--- src/rtl/pulse_arb_pkg.sv ---
// Shared types and helpers for the pulse event arbiter: FSM states,
// the default channel count and the modulo-N round-robin step.
package pulse_arb_pkg;

  typedef enum logic {IDLE, OFFER} state_t;

  localparam int DEFAULT_N = 4;

  // Wraps at n-1 -> 0, never at a power of two.
  function automatic int rr_next(input int idx, input int n);
    return (idx + 1 >= n) ? 0 : idx + 1;
  endfunction

endpackage

--- src/rtl/edge_capture.sv ---
// Per-channel rising-edge detector with a one-deep pending flag;
// an edge that finds the flag already set and not being accepted is dropped.
module edge_capture (
  input  logic clk,
  input  logic rst_l,
  input  logic lvl,
  input  logic accept,
  output logic pending,
  output logic overflow
);

  logic prev_lvl;
  logic evt;

  assign evt = lvl & ~prev_lvl;

  // An edge coinciding with acceptance re-arms pending instead of overflowing.
  always_ff @(posedge clk or negedge rst_l) begin
    if (!rst_l) begin
      prev_lvl <= 1'b0;
      pending  <= 1'b0;
      overflow <= 1'b0;
    end else begin
      prev_lvl <= lvl;
      overflow <= evt & pending & ~accept;
      if (evt)
        pending <= 1'b1;
      else if (accept)
        pending <= 1'b0;
    end
  end

endmodule

--- src/rtl/pulse_event_arbiter.sv ---
// Turns rising edges on N level request lines into single valid/ready
// grants for one shared resource, served in round-robin order.
module pulse_event_arbiter
  import pulse_arb_pkg::*;
#(
  parameter int N    = DEFAULT_N,
  parameter int ID_W = $clog2(N)
) (
  input  logic            clk,
  input  logic            rst_l,
  input  logic [N-1:0]    req_lvl,
  input  logic [N-1:0]    en,
  output logic            grant_valid,
  output logic [ID_W-1:0] grant_id,
  input  logic            grant_ready,
  output logic [N-1:0]    pending,
  output logic [N-1:0]    overflow,
  output logic            busy
);

  state_t          state, state_next;
  logic [ID_W-1:0] grant_id_next;
  logic [ID_W-1:0] last_grant, last_grant_next;
  logic [N-1:0]    accept;
  logic [N-1:0]    cand;
  logic [ID_W-1:0] sel;
  logic            found;
  int              start;

  for (genvar g = 0; g < N; g++) begin : g_chan
    assign accept[g] = grant_valid & grant_ready & (grant_id == ID_W'(g));

    edge_capture u_cap (
      .clk      (clk),
      .rst_l    (rst_l),
      .lvl      (req_lvl[g]),
      .accept   (accept[g]),
      .pending  (pending[g]),
      .overflow (overflow[g])
    );
  end

  assign cand = pending & en;

  // Lowest candidate at or above start wins; otherwise wrap to the lowest overall.
  always_comb begin
    start = rr_next(int'(last_grant), N);
    found = 1'b0;
    sel   = '0;
    for (int i = N - 1; i >= 0; i--) begin
      if (cand[i]) begin
        found = 1'b1;
        sel   = ID_W'(i);
      end
    end
    for (int i = N - 1; i >= 0; i--) begin
      if (cand[i] && i >= start)
        sel = ID_W'(i);
    end
  end

  always_comb begin
    state_next      = state;
    grant_id_next   = grant_id;
    last_grant_next = last_grant;
    case (state)
      IDLE: begin
        if (found) begin
          grant_id_next = sel;
          state_next    = OFFER;
        end
      end
      OFFER: begin
        if (grant_ready) begin
          last_grant_next = grant_id;
          state_next      = IDLE;
        end
      end
      default: state_next = IDLE;
    endcase
  end

  always_ff @(posedge clk or negedge rst_l) begin
    if (!rst_l) begin
      state      <= IDLE;
      grant_id   <= '0;
      last_grant <= ID_W'(N - 1);
    end else begin
      state      <= state_next;
      grant_id   <= grant_id_next;
      last_grant <= last_grant_next;
    end
  end

  assign grant_valid = (state == OFFER);
  assign busy        = (state == OFFER);

endmodule
--- config.mk ---
export PLATFORM = sky130hd
export DESIGN_NAME = pulse_event_arbiter
export DESIGN_NICKNAME = d
export VERILOG_FILES = /design/src/rtl/pulse_arb_pkg.sv /design/src/rtl/edge_capture.sv /design/src/rtl/pulse_event_arbiter.sv
export SDC_FILE = /design/constraint.sdc
export NUM_CORES = 1
export LEC_CHECK = 0
export CAP_MARGIN = 20
export CORE_MARGIN = 2
export CORE_UTILIZATION = 40
export DETAILED_ROUTE_END_ITERATION = 8
export PLACE_DENSITY = 0.7
export REMOVE_ABC_BUFFERS = 1
export SLEW_MARGIN = 30
export SYNTH_ARGS = -nofsm -noshare
export SYNTH_HDL_FRONTEND = slang
export SYNTH_SLANG_ARGS = --single-unit
--- constraint.sdc ---
create_clock -name clk -period 2 [get_ports clk]
set_input_delay 0.3 -clock clk [delete_from_list [all_inputs] [get_ports clk]]
set_output_delay 0.3 -clock clk [all_outputs]
set_load 0.05 [all_outputs]
==> flow_summary.toml, run 1 <==
[run_status]
outcome = "completed"

[detailed_routing]
post_drt_wl_per_cell_um = 11.3
viasPerCell = 4.87
drc_errors = 0
vias = 550
drtIter0Drc = 8
drtPass1Iterations = 4
wl_um = 1280
final_antenna_net_count = 0

[sta]
drv_slew = 0
relSlewSlack = 0.666
hold_viol_final = 0
setup_slack_ns = 0.0995
setup_viol = 0
fmaxAchievable_mhz = 526
period_needed_ns = 1.90
grt_setup_unrepaired = "false"
clock_skew_ns = 0.00550
timing_worst_slew_pin_value_ns = 0.499
tns_ns = 0
finalCritPeriodShare = 0.950

[power]
p_int_mw = 0.749
swShare = 0.446
pwr-share-comb = 0.468
power_switching_mw = 0.603
power_density_nw_per_um2 = 1400
clock_power_share = 0.132
ir_drop_mv = 0.554
leakagePower_nw = 0.418
p_seq_frac = 0.400

[placement]
place_ws_ns = 0.409
io_buffers = 22
dp_hpwl_um = 1020
gp_congestion = 0.875

[setup_path]
r2r_start = "last_grant[0]$_DFFE_PN1P_"
cp_max_fo = 8
arrival_ns = 1.60
path_class = "register to primary output"
worst_path_max_delay_cell = "clkdlybuf4s50_1"
startpoint_type = "register"
cp-startpoint = "busy$_DFF_PN0_"
worstPathRequired_ns = 1.70
crit_family = "buffers and inverters"
worst-path-buf-inv = 1
r2r-end = "grant_id[0]$_DFFE_PN0P_"
max_stage_delay_ns = 0.84
rr_worst_depth = 5
path_cells = "clkdlybuf4s50_1"
critical_path.endpoint = "busy"
reg2reg_slack_ns = 0.65
cp.depth = 1
end_kind = "primary output"

[global_route]
grt_max_degree = 18
grt_overflow = 0
antenna_found_initial = 0
grtUsageTotal = 0.135
grt_pass1_wl_um = 2060
grt_pass1_vias = 510

[cts]
clk_latency_ns = 0.28
cts_sinks = 17
cts.path.max_buffers = 2
cts-buffers-inserted = 3
post-cts-setup-buffer-count = 0
hold_buffers = 0
cts-resized-gates = 0
cts_root_buf = "clkbuf_4"
clkTransAtPathRegs_ns = 0.10
htree_levels = 1
cts_tree = "built"

[floorplanning]
dieWidth_um = 47.1
coreArea_um2 = 1750
die_area_um2 = 2220
std_cell_rows = 15
die_height_um = 47.1
ios = 23
initial_utilization = 0.427

[hold_path]
worstHoldPathType = "input pin to async pin"

[logic_synthesis]
synth_top_area_frac = 0.504
yosysSeqAreaShare = 0.575
async_reset_ff_frac = 1.00
ys.flop_type = "dfrtp_1"
yosys_warnings = 0
ys_seq_elements = 17
synth.avg_cell_area_um2 = 10.6
synth_area_leader_cell = "dfrtp_1"
synthesis.area_um2 = 744
synth_edf_count = 0
synth.area.top_cells = "dfrtp_1 (50%), buf_4 (9.1%), dfstp_2 (7.1%)"
syn_inst = 70
synth_common_cells = "dfrtp_1 (15), nand2_1 (11), buf_4 (9)"
synth_cell_types = 20
yosysMostFrequentCell = "dfrtp_1"

[cells_and_area]
antenna_cells = 0
multi_input_area_um2 = 238
area_delta_synth_final_pct = 29.4
fin_nets = 102
fillerInstances = 166
drive_gt1_frac = 0.0909
seqCellArea_um2 = 428

[run]
maxCapViolCount = 0
[worst min-delay path by stage]
stage                                           to  slack (ns)
2_1_floorplan                       busy$_DFF_PN0_       0.004
3_3_place_gp    g_chan[0].u_cap.overflow$_DFF_PN0_        0.41
3_5_place_dp    g_chan[0].u_cap.overflow$_DFF_PN0_        0.42
4_1_cts         g_chan[3].u_cap.overflow$_DFF_PN0_        0.33
5_1_grt        g_chan[3].u_cap.pending$_DFFE_PN0P_        0.32
6_report        g_chan[3].u_cap.overflow$_DFF_PN0_        0.32
[power groups by stage]
stage / registers, mW / clock network [mW] / logic, mW
2_1_floorplan: 0.784 / 0 / 0.168
3_3_place_gp: 0.547 / 0 / 0.634
3_5_place_dp: 0.548 / 0 / 0.636
4_1_cts: 0.540 / 0.186 / 0.639
5_1_grt: 0.555 / 0.202 / 0.684
6_report: 0.541 / 0.179 / 0.633
[sequential cells by signal, summed over array words and instances, names as in the netlist]
| name | count |
|---|---|
| g_chan.u_cap.pending | 4 |
| g_chan.u_cap.overflow | 4 |
| last_grant | 2 |
| busy | 1 |
| g_chan.u_cap.prev_lvl | 4 |
| grant_id | 2 |
[cell usage in the layout (no fill, tap or decap)]
cell              n
o21ai_0           6
clkinv_2          1
clkbuf_4          3
o21a_1            1
dfstp_2           2
nor2b_1           1
nand2b_1          3
a22o_1            1
buf_4             1
a22oi_2           1
dfrtp_1          15
a32oi_1           1
a32o_1            1
ha_1              2
a31o_1            1
nand2_1          11
nor2_1            4
nor3_1            1
o31ai_1           1
inv_1             3
a31oi_1           2
nand3_1           4
clkdlybuf4s50_1  22
[per-stage QoR]
step	total power, mW	hold WS, ns	utilization	cells	area, um2
3_3_place_gp	1.18	0.413	0.536	109	936
2_1_floorplan	0.952	0.00441	-	61	677
3_5_place_dp	1.18	0.423	0.536	109	936
4_1_cts	1.37	0.326	0.552	113	963
5_1_grt	1.44	0.323	0.552	113	963
6_report	1.35	0.319	0.552	113	963
[logic make-up (layout without fill, tap and decap cells)]
kind of cell	count (synthesis)	count (layout)	share of synthesized area
AO/OA/AOI/OAI	15	15	0.143
adder cells (fa/ha/maj)	2	2	0.0336
buffers and inverters	12	30	0.106
flip-flops	17	17	0.575
AND/OR/NAND/NOR	24	24	0.143
[layer usage]
| layer | up-vias | GRT usage | part of all wire |
|---|---|---|---|
| met5 | - | 0 | 0 |
| met4 | 0 | 0.0833 | 0.010 |
| met3 | 2 | 0.0231 | 0.057 |
| met2 | 16 | 0.195 | 0.46 |
| met1 | 267 | 0.189 | 0.47 |
| li1 | 265 | - | - |
[final cells by class]
type,instances,area share
Clock buffer,3,0.0234
Tap cell,25,0.0325
Timing Repair Buffer,23,0.236
Sequential cell,17,0.444
Multi-Input combinational cell,41,0.247
Inverter,3,0.0117
Clock inverter,1,0.00519
Power figures use the tool's default switching activity.
==> run 2: changes to the inputs <==
- CORE_UTILIZATION: 40 -> 47
- PLACE_DENSITY: 0.7 -> 0.8
==> run 2 against run 1 <==
Compared with the run above:
- sequential share of layout area up 0.58 points
- utilization is 8.7 points higher
- count of clock-buffer cells in the layout is 1 higher
- via count is 1.6% lower
- worst hold slack improved by 0.016 ns
- critical path type unchanged
- critical endpoint unchanged
- largest cell class unchanged
==> flow_summary.toml, run 2 (synthesis gave the netlist of run 1 again) <==
[cells_and_area]
area_delta_synth_final_pct = 27.7
layout_commonest_cell = "clkdlybuf4s50_1"
mostFrequentLayoutCells = "clkdlybuf4s50_1 (22), dfrtp_1 (15), nand2_1 (11)"
reg.largest.list = "g_chan.u_cap.overflow (4), g_chan.u_cap.pending (4), g_chan.u_cap.prev_lvl (4)"
antenna_cells = 0
drive_gt1_frac = 0.0795
fillerInstances = 118
fin_nets = 102

[sta]
timing_worst_slew_pin_value_ns = 0.513
setup_viol = 0
clock_skew_ns = 0.000774
hold_viol_final = 0
tns_ns = 0
grt_setup_unrepaired = "false"
fmaxAchievable_mhz = 526
finalCritPeriodShare = 0.951
period_needed_ns = 1.90
relSlewSlack = 0.657
drv_slew = 0

[floorplanning]
ios = 23
coreArea_um2 = 1490
std_cell_rows = 14
initial_utilization = 0.500
die_height_um = 43.8
die_area_um2 = 1920
dieWidth_um = 43.8

[setup_path]
worst-path-buf-inv = 1
crit_family = "buffers and inverters"
worst_path_max_delay_cell = "clkdlybuf4s50_1"
worstPathRequired_ns = 1.70
path_class = "register to primary output"
path_cells = "clkdlybuf4s50_1"
end_kind = "primary output"
cp.depth = 1
startpoint_type = "register"
arrival_ns = 1.60
cp_max_fo = 8
max_stage_delay_ns = 0.85
rr_worst_depth = 5

[cts]
hold_buffers = 0
cts_sinks = 17
htree_levels = 1
clk_latency_ns = 0.28
post-cts-setup-buffer-count = 0
cts-buffers-inserted = 3
cts_root_buf = "clkbuf_4"
clkTransAtPathRegs_ns = 0.09
cts_tree = "built"
cts-resized-gates = 0
cts.path.max_buffers = 2

[global_route]
met3_usage = 0.0375
grt_overflow = 0
grt_pass1_vias = 522
busiest_layer = "met2"
grt_pass1_wl_um = 2260
antenna_found_initial = 0
grt_max_degree = 18
met2_usage = 0.259
grt_use_met1 = 0.198
grtUsageTotal = 0.164

[detailed_routing]
drtIter0Drc = 4
viasPerCell = 5.20
drtPass1Iterations = 4
final_antenna_net_count = 0
drc_errors = 0
wl_um = 1390
post_drt_wl_per_cell_um = 13.3
vias = 541

[power]
p_int_mw = 0.752
power_density_nw_per_um2 = 1430
clock_power_share = 0.132
total_power_mw = 1.36
power_switching_mw = 0.604
ir_drop_mv = 0.795
pwr-share-comb = 0.468
p_seq_frac = 0.400
leakagePower_nw = 0.415
swShare = 0.445

[run]
maxCapViolCount = 0

[hold_path]
worstHoldPathType = "input pin to async pin"

[placement]
dp_hpwl_um = 1040
io_buffers = 22
gp_congestion = 0.816

[run_status]
outcome = "completed"
==> run 2: cell count changes in the layout (fill, tap and decap cells not counted) <==
cell / change
clkbuf_1: +1
clkinv_2: -1
==> run 2: power groups by stage <==
stage | combinational [mW] | sequential [mW] | clock (mW)
final | 0.635 | 0.543 | 0.179
after global routing | 0.680 | 0.556 | 0.196
after CTS | 0.639 | 0.541 | 0.186
after detailed placement | 0.634 | 0.548 | 0
after global placement | 0.632 | 0.549 | 0
after floorplan | 0.168 | 0.784 | 0
==> run 2: layout make-up <==
type / count / area [um2] / share of cell area
clock buffer: 4 / 26.3 / 0.0276
multi-input combinational: 41 / 238 / 0.250
tap: 16 / 20.0 / 0.0211
timing repair buffer: 23 / 228 / 0.239
sequential: 17 / 428 / 0.450
inverter: 3 / 11.3 / 0.0118
==> run 2: routing by layer <==
metal | up-vias | wire [um]
li1 | 267 | -
met1 | 260 | 636
met2 | 12 | 670
met3 | 2 | 64
met4 | 0 | 17
met5 | - | 0
==> run 2: stage by stage <==
stage / instance area, um2 / setup slack [ns] / cells / util / hold slack, ns
6_report: 951 / 0.0984 / 104 / 0.639 / 0.335
5_1_grt: 951 / 0.0233 / 104 / 0.639 / 0.351
4_1_cts: 951 / 0.0831 / 104 / 0.639 / 0.335
3_5_place_dp: 925 / 0.407 / 100 / 0.621 / 0.423
3_3_place_gp: 925 / 0.432 / 100 / 0.621 / 0.416
2_1_floorplan: 677 / 0.288 / 61 / - / 0.00441
==> run 2: worst paths after layout <==
check                                                    from                                   to  slack, ns
min reg2reg                g_chan[0].u_cap.prev_lvl$_DFF_PN0_   g_chan[0].u_cap.overflow$_DFF_PN0_       0.44
min in group clk           g_chan[0].u_cap.prev_lvl$_DFF_PN0_   g_chan[0].u_cap.overflow$_DFF_PN0_       0.44
max reg2reg                         last_grant[0]$_DFFE_PN1P_              grant_id[0]$_DFFE_PN0P_       0.67
min                                                     rst_l  g_chan[3].u_cap.pending$_DFFE_PN0P_       0.33
max in group asynchronous                               rst_l            last_grant[1]$_DFFE_PN1P_       1.41
max                                            busy$_DFF_PN0_                                 busy        0.1
